===== src/rtl/leds_lab2_pkg.sv =====
// Shared widths and types for the lab 2 switch adder.
package leds_lab2_pkg;

    localparam int WIDTH = 4;

    typedef logic [WIDTH-1:0] operand_t;
    typedef logic [WIDTH:0]   sum_t;

endpackage : leds_lab2_pkg


===== src/rtl/leds_lab2_full_adder.sv =====
// One-bit full adder cell used to build the ripple-carry chain.
module full_adder (
    input  logic a,
    input  logic b,
    input  logic cin,
    output logic s,
    output logic cout
);

    assign s    = a ^ b ^ cin;
    assign cout = (a & b) | (cin & (a ^ b));

endmodule : full_adder


===== src/rtl/leds_lab2.sv =====
// Adds two switch operands onto the LED bank combinationally and keeps a
// registered copy of the sum with a one-cycle change strobe.
module leds_lab2 #(
    parameter int WIDTH = leds_lab2_pkg::WIDTH
) (
    input  logic [WIDTH-1:0] switch1,
    input  logic [WIDTH-1:0] switch2,
    output logic [WIDTH:0]   leds,
    input  logic             clk,
    input  logic             reset,
    output logic [WIDTH:0]   sum_q,
    output logic             sum_chg
);

    logic [WIDTH:0] carry_s;
    logic [WIDTH:0] sum_r;
    logic           chg_r;
    logic           differs_s;

    assign carry_s[0] = 1'b0;

    // Ripple chain: the final carry-out becomes the LED MSB, so nothing wraps.
    for (genvar i = 0; i < WIDTH; i++) begin : g_adder
        full_adder u_fa (
            .a    (switch1[i]),
            .b    (switch2[i]),
            .cin  (carry_s[i]),
            .s    (leds[i]),
            .cout (carry_s[i+1])
        );
    end

    assign leds[WIDTH] = carry_s[WIDTH];
    assign differs_s   = (leds != sum_r);

    // Capture the sum each cycle and flag when the captured value changes.
    always_ff @(posedge clk) begin
        if (!reset) begin
            sum_r <= '0;
            chg_r <= 1'b0;
        end else begin
            sum_r <= leds;
            chg_r <= differs_s;
        end
    end

    assign sum_q   = sum_r;
    assign sum_chg = chg_r;

endmodule : leds_lab2


===== config.mk =====
export PLATFORM = sky130hd
export DESIGN_NAME = leds_lab2
export DESIGN_NICKNAME = d
export VERILOG_FILES = /design/src/rtl/leds_lab2_pkg.sv /design/src/rtl/leds_lab2_full_adder.sv /design/src/rtl/leds_lab2.sv
export SDC_FILE = /design/constraint.sdc
export NUM_CORES = 1
export LEC_CHECK = 0
export CAP_MARGIN = 10
export CORE_AREA = 2 2 39 41
export DETAILED_ROUTE_END_ITERATION = 10
export DIE_AREA = 0 0 41 43
export HOLD_SLACK_MARGIN = 0.15
export PLACE_DENSITY = 0.63
export SYNTH_ARGS = -nofsm -noshare
export SYNTH_HDL_FRONTEND = slang
export SYNTH_SLANG_ARGS = --single-unit

===== constraint.sdc =====
create_clock -name clk -period 6.4 [get_ports clk]
set_input_delay 0.96 -clock clk [delete_from_list [all_inputs] [get_ports clk]]
set_output_delay 0.96 -clock clk [all_outputs]
set_load 0.03 [all_outputs]

=== Word-level counts from Yosys, hierarchy flattened ===
Index checks and enable logic that the tools add are counted.

* Register bits after elaboration: 6
* Memories: 0
* Memory bits (writable): 0
* Logic and storage cells: 20
* Latch bits: 0
* Memory bits (read-only): 0

* Add/subtract/negate cells: 0
* Bitwise operators: 17
* $mul: 0
* Shift-type cells: 0
* Div/mod/pow operators: 0
* Reductions and logical operators: 0
* Muxes and demuxes: 0
* Order comparisons: 0
* Equality and inequality tests: 1

{| class="wikitable"
|+ Operators with widths
! kind !! count
|-
| $and 1x1->1 || 7
|-
| $xor 1x1->1 || 7
|-
| $ne 5x5->1 || 1
|-
| $or 1x1->1 || 3
|}

=== Logic depth before layout (Yosys ltp) ===
* Word-level depth: 8
* Depth in mapped cells: 8
* Mapped depth without buffers: 8

=== Cells and area by module ===
A second synthesis with hierarchy kept.

* Cell total of the unflattened synthesis: 24
* Area, all modules: 301.5 um^2

{| class="wikitable"
|+ Modules (own cells, without submodules)
! module !! area each (um^2) !! instances !! cells an instance
|-
| leds_lab2 || 221.5 || 1 || 20
|-
| full_adder || 20.0 || 4 || 1
|}

=== Least setup slack after synthesis ===
No wires, ideal clock.

* Path type: input to output
* From: in switch1[0]
* To: out leds[3]
* Required time: 5.440 ns
* Cell stages on the path: 7
* Slack: 2.840 ns
* Arrival: 2.600 ns
* Path through: ha_1 -> inv_1 -> fa_1 -> fa_1 -> fa_1 -> inv_1 -> buf_4

* Cells in the longest elaborated chain, start to end: 6

{| class="wikitable"
|+ Ends and longest elaborated chain
! element !! line !! RTL
|-
| start, declared || leds_lab2.sv:6 || <nowiki>input logic [WIDTH-1:0] switch1,</nowiki>
|-
| $and 1x1->1 (2 in series) || leds_lab2_full_adder.sv:11 || <nowiki>assign cout = (a & b) | (cin & (a ^ b));</nowiki>
|-
| $or 1x1->1 || leds_lab2_full_adder.sv:11 ||
|-
| $and 1x1->1 || leds_lab2_full_adder.sv:11 ||
|-
| $or 1x1->1 || leds_lab2_full_adder.sv:11 ||
|-
| $xor 1x1->1 || leds_lab2_full_adder.sv:10 || <nowiki>assign s = a ^ b ^ cin;</nowiki>
|-
| end, declared || leds_lab2.sv:8 || <nowiki>output logic [WIDTH:0] leds,</nowiki>
|}

Every way passes these cells.

=== Worst setup path after layout ===
Ends and elaborated chain as after synthesis.

==> run_results.csv <==
group,metric,value,unit
status,status,"finished clean",
die,core_area,1384,µm²
die,dieArea,1763,µm²
synthesis,synthArstFlopShare,0,%
sta,holdWs,596.8,ps
finish,final_nets,72,
placed_design,port_buffers,20,
setup_path,crit_family,"adder cells",
routing,drc,0,
setup_path,critPathKind,"primary input to primary output",
finish,regArea,120.1,µm²
placed_design,hpwlAfterDp,552.5,µm
synthesis,synthCells,38,
synthesis,yosys-top-cells-area,"dfxtp_1 (33%), fa_1 (16%), inv_1 (11%), buf_4 (10%), xnor2_1 (7.2%)",
grt,grt_pass1_vias,269,
grt,grt_usage,10.81,%
hold_path,min_delay_path_depth,2,
synthesis,yosys.area.top_type,"dfxtp_1",
synthesis,ys_ff_latch,6,
power,power_density,243.8,nW/µm²
clocking,cts_inserted_buffers,3,
setup_path,worstPathRequired,5440,ps
setup_path,critical_path.max_fanout,3,
setup_path,crit_buf_inv,4,
setup_path,startpoint_type,"primary input",
sta,fin_tns_setup,0,ps
sta,max_freq,218.7,MHz
setup_path,cp_common_cell,"fa_1",
clocking,clock_latency,250,ps
finish,areaGrowthSynthToFinish,56.36,%
grt,grt_max_degree,7,
clocking,clkSinkCount,6,
grt,grt_pass1_wl,1.090,mm
clocking,hold_buffers,0,
synthesis,synth_edf_count,0,
power,peakVddDrop,119.3,µV
setup_path,cp_cell_sequence,"clkdlybuf4s50_1, ha_1, inv_1, fa_1, fa_1, fa_1, inv_1, clkdlybuf4s50_1",
synthesis,ys_seq_area_share,32.99,%
routing,num_vias,278,
sta,fin_crit,4574,ps
setup_path,worstSetupEndpointType,"primary output",
setup_path,crit_path_max_incr_delay,660,ps
synthesis,ys_types,13,
clocking,cts_resized,0,
finish,multi_input_area,165.2,µm²
synthesis,syn_avg_cell_area,9.582,µm²
sta,rsz0062_at_grt,"no",
clocking,root_buffer,"clkbuf_4",
setup_path,worstPathArrival,3610,ps
placed_design,place_congestion,0.6719,
synthesis,yosysWarnings,0,
setup_path,reg2reg_depth,3,
die,start_util,26.31,%
clocking,cts_buffer_depth,2,
synthesis,syn_nets,52,
routing,routed_wl,648,µm
grt,gr-total-overflow,0,
hold_path,hold_path.class,"register to register",
finish,drive_gt1_share,7.143,%
routing,avgRoutedWirePerCell,9.000,µm
die,fp.dieW,41,µm
grt,grt_antenna_before_repair,0,
routing,drt_first_iter_violations,8,
routing,vias_per_cell,3.861,
sta,fin_skew,1.007,ps
finish,nFillCells,153,
routing,ant_nets,0,
sta,finalSetupViolCount,0,
synthesis,syn-cell-area,364.1,µm²
die,num_rows,14,
routing,dr.pass1.iters,2,
sta,slew_headroom,78.71,%
run,max_cap_violations,0,
power,leakage,0.2609,nW
die,boundaryPins,21,
clocking,cts_max_level,1,
clocking,clkTransAtPathRegs,40,ps
sta,hold_violations,0,
finish,antenna_cells,0,
synthesis,synthFlopType,"dfxtp_1",
clocking,cts_setup_buffers,0,
die,die_y,43,µm
sta,slew_viol_final,0,
sta,fin_crit_sh,71.46,%
synthesis,synth_top_cell_area_share,32.99,%
setup_path,path_depth,8,
clocking,cts_tree,"done",
sta,tightest_slew,318.3,ps
setup_path,cp_slowest_cell,"clkdlybuf4s50_1",
## placed cells by master (no fill, tap or decap)
cell and n:
nand3_1 1, and2b_2 1, nor2b_1 2, dfxtp_1 6, xnor2_1 3, and2b_1 1, o31a_1 1, clkbuf_4 3
ha_1 1, and2_1 1, inv_1 11, clkdlybuf4s50_1 20, fa_1 3, xor2_1 2
## final cells by class
class,instances,share of cell area (%)
sequential,6,21.10
multi-input combinational,16,29.01
tap,16,3.516
inverter,11,7.253
timing repair buffer,20,35.16
clock buffer,3,3.956
## Yosys cell counts, types with 2 or more instances
cell,n
buf_4,5
dfxtp_1,6
fa_1,3
inv_1,11
nor2b_1,2
xnor2_1,3
xor2_1,2
## worst paths after layout
path              startpoint      end  slack, ps
setup / recovery  switch1[0]  leds[3]       1830
hold / removal      sum_q[3]  sum_chg        600
setup reg to reg    sum_q[1]  sum_chg       5400
hold reg to reg     sum_q[3]  sum_chg        600
## where the power goes
part | internal, mW | leakage, nW | switching [mW] | total (mW)
combinational | 0.0292 | 0.197 | 0.0309 | 0.0601
clock | 0.0212 | 0.0138 | 0.0140 | 0.0352
sequential | 0.0414 | 0.0501 | 0.00214 | 0.0435
total | 0.0918 | 0.261 | 0.0470 | 0.139
## registers in the layout, indices dropped and copies added (netlist names)
register and cells:
sum_q 5, sum_chg 1
## stage by stage
stage	cell area, µm²	total power [mW]	util (%)	instances	setup slack [ps]
after global routing	569.3	0.1491	41.14	72	1732
after CTS	569.3	0.1428	41.14	72	1789
after detailed placement	546.8	0.1052	39.51	69	1789
after global placement	546.8	0.1043	39.51	69	1830
after floorplan	364.1	0.08638	-	38	2840
final	569.3	0.1388	41.14	72	1827
## worst min-delay path: cells and delay by family (launching register included)
family,cells,cell delay (ps)
compound gates,1,110
xor+xnor,1,140
flops,1,310
## metal layers
layer	track usage [%]	up-vias	routed length, µm
met4	8.000	0	0
met3	9.948	0	57
li1	-	140	-
met5	0	-	0
met2	15.63	12	372
met1	8.525	126	217
## logic make-up after synthesis
family / Yosys count / synth area share [%]
AO/OA/AOI/OAI: 1 / 2.406
adder cells (fa/ha/maj): 4 / 19.93
buffers and inverters: 16 / 21.65
XOR/XNOR: 5 / 12.03
AND/OR/NAND/NOR: 6 / 11.00
flip-flops: 6 / 32.99
Power figures use the tool's default switching activity.
